**config.mk**
```make
export PLATFORM = sky130hd
export DESIGN_NAME = wb_arb2_rr
export DESIGN_NICKNAME = d
export VERILOG_FILES = /design/src/rtl/wb_arb_pkg.sv /design/src/rtl/wb_arb_rr_pick.sv /design/src/rtl/wb_arb2_rr.sv
export SDC_FILE = /design/constraint.sdc
export NUM_CORES = 1
export LEC_CHECK = 0
export CAP_MARGIN = 20
export CORE_AREA = 4 4 129 131
export DETAILED_ROUTE_END_ITERATION = 8
export DIE_AREA = 0 0 133 135
export GPL_TIMING_DRIVEN = 0
export PLACE_DENSITY = 0.54
export SETUP_SLACK_MARGIN = 0.2
export SYNTH_ARGS = -nofsm -noshare
export SYNTH_HDL_FRONTEND = slang
export SYNTH_SLANG_ARGS = --single-unit
```
**constraint.sdc**
```tcl
create_clock -name wb_clk -period 1.8 [get_ports wb_clk]
set_input_delay 0.36 -clock wb_clk [delete_from_list [all_inputs] [get_ports wb_clk]]
set_output_delay 0.36 -clock wb_clk [all_outputs]
set_load 0.02 [all_outputs]
```
**src/rtl/wb_arb_pkg.sv**
```systemverilog
// Shared encodings for the two-master Wishbone round-robin arbiter.
package wb_arb_pkg;

  typedef enum logic [1:0] {
    ST_IDLE = 2'd0,
    ST_GNT0 = 2'd1,
    ST_GNT1 = 2'd2
  } arb_state_t;

  localparam logic [2:0] CTI_CLASSIC = 3'b000;
  localparam logic [2:0] CTI_INCR    = 3'b010;
  localparam logic [2:0] CTI_EOB     = 3'b111;

endpackage

```
**src/rtl/wb_arb_rr_pick.sv**
```systemverilog
// Combinational round-robin pick between two requesters; on a tie the
// requester that did not own the bus last wins.
module wb_arb_rr_pick
  import wb_arb_pkg::*;
(
  input  logic [1:0] req,
  input  logic       last,
  output logic [1:0] gnt
);

  always_comb begin
    gnt = 2'b00;
    case (req)
      2'b01:   gnt = 2'b01;
      2'b10:   gnt = 2'b10;
      2'b11:   gnt = last ? 2'b01 : 2'b10;
      default: gnt = 2'b00;
    endcase
  end

endmodule

```
**src/rtl/wb_arb2_rr.sv**
```systemverilog
// Two-master Wishbone B3 arbiter with round-robin grant held for the whole cyc.
// Optional stuck-slave watchdog enabled by defining WB_ARB2_TIMEOUT_EN.
module wb_arb2_rr
  import wb_arb_pkg::*;
#(
  parameter int AW      = 32,
  parameter int DW      = 32,
  parameter int TIMEOUT = 255
) (
  input  logic            wb_clk,
  input  logic            wb_rst,
  input  logic [AW-1:0]   m0_adr_i,
  input  logic [DW-1:0]   m0_dat_i,
  input  logic [DW/8-1:0] m0_sel_i,
  input  logic            m0_we_i,
  input  logic            m0_cyc_i,
  input  logic            m0_stb_i,
  input  logic [2:0]      m0_cti_i,
  input  logic [1:0]      m0_bte_i,
  output logic [DW-1:0]   m0_dat_o,
  output logic            m0_ack_o,
  output logic            m0_err_o,
  output logic            m0_rty_o,
  input  logic [AW-1:0]   m1_adr_i,
  input  logic [DW-1:0]   m1_dat_i,
  input  logic [DW/8-1:0] m1_sel_i,
  input  logic            m1_we_i,
  input  logic            m1_cyc_i,
  input  logic            m1_stb_i,
  input  logic [2:0]      m1_cti_i,
  input  logic [1:0]      m1_bte_i,
  output logic [DW-1:0]   m1_dat_o,
  output logic            m1_ack_o,
  output logic            m1_err_o,
  output logic            m1_rty_o,
  output logic [AW-1:0]   s_adr_o,
  output logic [DW-1:0]   s_dat_o,
  output logic [DW/8-1:0] s_sel_o,
  output logic            s_we_o,
  output logic            s_cyc_o,
  output logic            s_stb_o,
  output logic [2:0]      s_cti_o,
  output logic [1:0]      s_bte_o,
  input  logic [DW-1:0]   s_dat_i,
  input  logic            s_ack_i,
  input  logic            s_err_i,
  input  logic            s_rty_i,
  output logic [1:0]      grant_o
);

  if ((DW % 8) != 0) begin : g_dw_chk
    $error("wb_arb2_rr: DW must be a multiple of 8");
  end
  if (TIMEOUT < 1) begin : g_to_chk
    $error("wb_arb2_rr: TIMEOUT must be at least 1");
  end

  arb_state_t state, state_nxt;
  logic       last, last_nxt;
  logic [1:0] req;
  logic [1:0] pick;
  logic       gnt0, gnt1;
  logic       own_cyc, own_stb;
  logic       timeout;

  assign gnt0    = (state == ST_GNT0);
  assign gnt1    = (state == ST_GNT1);
  assign own_cyc = gnt0 ? m0_cyc_i : (gnt1 ? m1_cyc_i : 1'b0);
  assign own_stb = gnt0 ? m0_stb_i : (gnt1 ? m1_stb_i : 1'b0);

`ifdef WB_ARB2_TIMEOUT_EN
  localparam int CW = $clog2(TIMEOUT + 1);

  logic [CW-1:0] cnt;
  logic          blk0, blk1;

  // A master that timed out stays masked until it drops cyc and asks again.
  assign timeout = (gnt0 | gnt1) && (cnt == CW'(TIMEOUT));
  assign req     = {m1_cyc_i & ~blk1, m0_cyc_i & ~blk0};

  always_ff @(posedge wb_clk) begin
    if (!wb_rst) begin
      cnt  <= '0;
      blk0 <= 1'b0;
      blk1 <= 1'b0;
    end else begin
      if ((state_nxt != state) || !own_stb || s_ack_i || s_err_i || s_rty_i)
        cnt <= '0;
      else
        cnt <= cnt + 1'b1;
      blk0 <= (timeout & gnt0) | (blk0 & m0_cyc_i);
      blk1 <= (timeout & gnt1) | (blk1 & m1_cyc_i);
    end
  end
`else
  assign timeout = 1'b0;
  assign req     = {m1_cyc_i, m0_cyc_i};
`endif

  wb_arb_rr_pick u_pick (
    .req  (req),
    .last (last),
    .gnt  (pick)
  );

  always_ff @(posedge wb_clk) begin
    if (!wb_rst) begin
      state <= ST_IDLE;
      last  <= 1'b1;
    end else begin
      state <= state_nxt;
      last  <= last_nxt;
    end
  end

  // The owner keeps the bus until it drops cyc; handover skips the idle cycle.
  always_comb begin
    state_nxt = state;
    last_nxt  = last;
    case (state)
      ST_IDLE: begin
        if (pick[0])      state_nxt = ST_GNT0;
        else if (pick[1]) state_nxt = ST_GNT1;
      end
      ST_GNT0: begin
        if (!m0_cyc_i || timeout) begin
          last_nxt  = 1'b0;
          state_nxt = req[1] ? ST_GNT1 : ST_IDLE;
        end
      end
      ST_GNT1: begin
        if (!m1_cyc_i || timeout) begin
          last_nxt  = 1'b1;
          state_nxt = req[0] ? ST_GNT0 : ST_IDLE;
        end
      end
      default: state_nxt = ST_IDLE;
    endcase
  end

  assign s_adr_o = gnt1 ? m1_adr_i : m0_adr_i;
  assign s_dat_o = gnt1 ? m1_dat_i : m0_dat_i;
  assign s_sel_o = gnt1 ? m1_sel_i : m0_sel_i;
  assign s_we_o  = gnt1 ? m1_we_i  : m0_we_i;
  assign s_cti_o = gnt1 ? m1_cti_i : m0_cti_i;
  assign s_bte_o = gnt1 ? m1_bte_i : m0_bte_i;
  assign s_cyc_o = own_cyc & ~timeout;
  assign s_stb_o = own_stb & ~timeout;

  assign m0_dat_o = s_dat_i;
  assign m1_dat_o = s_dat_i;
  assign m0_ack_o = gnt0 & s_ack_i & ~timeout;
  assign m0_err_o = gnt0 & (s_err_i | timeout);
  assign m0_rty_o = gnt0 & s_rty_i & ~timeout;
  assign m1_ack_o = gnt1 & s_ack_i & ~timeout;
  assign m1_err_o = gnt1 & (s_err_i | timeout);
  assign m1_rty_o = gnt1 & s_rty_i & ~timeout;

  assign grant_o = {gnt1, gnt0};

endmodule

```
==> results.md <==
- The count of state elements after synthesis is 3.
- The first TritonRoute pass finished after 4 iterations.
- For this run, the total global-route usage over all layers was measured as 10.99%.
- The count of boundary I/O pins is 337.
- For this block, the initial DRC count from the detailed router was 34.
- The run finished, with violations left.
- Measured on the finished design, the core utilization comes to 38.94%.
- 0 antenna diodes ended up in the layout.
- The transition time of the tightest slew-check pin is 0.2286 ns.
- The buffer depth of the longest clock path is 2.
- The worst setup slack after placement is -0.3931 ns.
- In this run the biggest area consumer among cell types represents 56.24% of the synthesized area.
- The combinational power share is 79.7%.
- The number of failing hold endpoints at the final stage came to 0.
- The initial antenna violation count is 0.
- The required time of the critical path is 1.44 ns.
- The number of cells produced by synthesis is 172.
- The final net count is 716.
- The register clock-pin slew on the reported worst setup and hold paths is 0.03 ns.
- The TritonCTS clock tree is built.
- From left edge to right edge, the die measures 133 um.
- The critical path class is register to output port.
- Across the run, the number of max-cap violations was 0.
- The count of synthesis-stage warnings from yosys is 0.
- The headroom to the max-slew limit is 84.71%.
- The finished layout holds 742 standard cells, fillers aside.
- Input and output buffers added on the ports amount to 304.
- The power after layout is 2.132 mW.
- The worst IR drop on VDD is 0.0002131 V.
- The share of total power in sequential cells is 3.5%.
- The initial utilization of the core area, before any placement, comes to 12.67%.
- In this run the power density over the cells is 351.0 nW/um^2.
- The first global-routing pass estimated 15660 um of wire.
- Setup repair after global routing could not meet its margin everywhere.
- The kind of launch point of the worst setup path is a register.
- The count of final max-slew check failures is 0.
- The congestion estimate from routability-driven global placement came to 0.7120.
- Ranked by total cell area, the synthesized netlist is headed by sky130_fd_sc_hd__mux2_4, sky130_fd_sc_hd__buf_4, sky130_fd_sc_hd__buf_12.
- In this run the static leakage power is 2.726 nW.
- The final reports fail on setup timing.
- After floorplanning, the core was divided into 46 placement rows.
- The area of all placed cells without fillers is 6073 um^2.
- In this run the number of H-tree levels came out at 1.
- The layout-stage area growth over the synthesis result is 207.4%.
- The top cell types in the final layout, fill and taps aside, are sky130_fd_sc_hd__clkdlybuf4s50_1, sky130_fd_sc_hd__buf_6, sky130_fd_sc_hd__buf_4.
- The post-synthesis cell type count is 16.
- Net switching is 31.61% of the power.
- The most common cell after layout, fill and taps aside is sky130_fd_sc_hd__clkdlybuf4s50_1.
- The library cell occupying the most area in the post-synthesis netlist is sky130_fd_sc_hd__mux2_4.
- The vertical die dimension is 135 um.
- After detailed routing, the average wire length per cell comes to 15.31 um.
- After detailed routing, the number of remaining DRC violations is 0.
- The worst hold path was traced through 2 stages.
- Detailed placement finished with a half-perimeter wire length of 9241 um.
- The final wirelength is 11360 um.
- The post-synth design cell area is 1976 um^2.
- The net count after synthesis is 361.
- The data arrival at the endpoint of the critical path is 1.62 ns.
- The total area inside the core boundary comes to 15600 um^2.
- The clock skew after layout is 0.0004004 ns.
- The root buffer selected by CTS is sky130_fd_sc_hd__clkbuf_16.
- The kind of capture point of the worst setup path is an output port.
- The TritonCTS sink count is 3.
- Entering global routing, the biggest net connects 10 pins.
- The remaining global-route overflow is 0.
- For the worst flop-to-flop path, the logic depth is 6.
- The via count normalized by instance count is 3.540.
- The worst hold slack across all endpoints is 0.5300 ns.
- The TritonCTS buffer count is 3.
- In the post-route analysis, the smallest setup slack over all paths is -0.1762 ns.
- Of all nets on the critical path, the largest fanout is 8.
- The filler cells instantiated in the layout total 1531.
- Setup violations remaining at the end of the flow were counted as 76.
- Across all layers, the routed design uses 2627 vias.
- Based on the critical path, the design can be clocked at up to 0.5060 GHz.
- The share of the Yosys chip area taken by registers is 3.040%.
- Averaged over all synthesized cells, the footprint is 11.49 um^2.
- Subtracting the final worst setup slack from the clock period gives 1.976 ns.
- The die covers 17960 um^2.
- The tightest min-delay check is of the register to register type.
- At the later pin of the worst-skew pair, clock insertion delay measures 0.23 ns.
- The number of global-route vias before repair is 2913.
- The post-placement cell area is 5289 um^2.
- The switching power is 0.6738 mW.
- In the final layout, the share of cells above drive strength 1 is 55.32%.
- Hold repair after CTS inserted 0 buffers.
- In this run the remaining antenna-violating nets after routing total 0.
- The instance count after placement with tap cells included is 692.
- The share of power burned in the clock network is 16.9%.
- The worst path uses 109.8% of the clock period.
- The sum of negative setup slack is -9.383 ns.
- The internal cell power is 1.458 mW.
-- metal layers --
metal,GRT usage (%),vias up,routed length (um)
met2,19.95,193,5819
li1,-,1245,-
met4,2.136,0,93
met5,0,-,0
met1,12.22,1181,4204
met3,4.322,8,1245
-- timing repair --
item | CTS | global route
cloned | 2 | 2
setup buffers | 32 | 10
endpoints found under the setup margin | 84 | 83
gates resized for setup | 500 | 53
hold endpoints to repair | 0 | 0
pin swaps | 1 | 2
-- registers in the layout, summed over array words and instances (netlist names) --
register and flops:
last 1, state 2
-- final cells by class --
type / count / area [um^2] / area share, %
plain buffers: 75 / 679.4 / 11.19
clock buffers: 4 / 78.83 / 1.298
inverters: 1 / 3.754 / 0.06180
multi-input cells: 93 / 1267 / 20.87
flip-flops and latches: 3 / 67.56 / 1.112
well taps: 216 / 270.3 / 4.450
repair buffers: 350 / 3706 / 61.02
-- final timing paths --
check        startpoint         end  slack [ns]
min                last        last        0.53
max reg2reg    state[1]    state[1]        0.62
max            state[1]  s_dat_o[5]       -0.18
min reg2reg        last        last        0.53
-- worst max-delay path: stages, from the launching register on --
cell and delay (ns):
sky130_fd_sc_hd__dfxtp_4 0.33, sky130_fd_sc_hd__nor2b_4 0.19, sky130_fd_sc_hd__clkbuf_16 0.20, sky130_fd_sc_hd__buf_12 0.13, sky130_fd_sc_hd__buf_4 0.11, sky130_fd_sc_hd__mux2_4 0.29, sky130_fd_sc_hd__buf_6 0.13
-- logic make-up after synthesis --
| logic type | after synthesis | share of synthesized area, % |
|---|---|---|
| simple gates | 13 | 4.370 |
| flops | 3 | 3.040 |
| mux | 74 | 56.24 |
| buf+inv | 76 | 34.14 |
| compound gates | 6 | 2.216 |
-- Yosys cell counts --
cell type and number:
sky130_fd_sc_hd__mux2_4 74, sky130_fd_sc_hd__buf_4 66, sky130_fd_sc_hd__buf_12 8, sky130_fd_sc_hd__and2_1 6, sky130_fd_sc_hd__dfxtp_1 3, sky130_fd_sc_hd__a22o_1 2
sky130_fd_sc_hd__and3_1 2, sky130_fd_sc_hd__nor2b_1 2, sky130_fd_sc_hd__o22ai_1 2, sky130_fd_sc_hd__buf_8 1, sky130_fd_sc_hd__inv_1 1, sky130_fd_sc_hd__nand2b_1 1
sky130_fd_sc_hd__nor2_1 1, sky130_fd_sc_hd__nor2b_4 1, sky130_fd_sc_hd__o2111ai_1 1, sky130_fd_sc_hd__o21ai_0 1
-- power by group through the flow --
stage               Combinational [mW]  Clock (mW)  Sequential [mW]
detailed placement                1.51           0           0.0766
global route                      1.77       0.365           0.0743
floorplan                        0.714           0           0.0755
finish                            1.70       0.360           0.0736
CTS                               1.63       0.359           0.0746
global placement                  1.50           0           0.0760
Power figures use the tool's default switching activity.
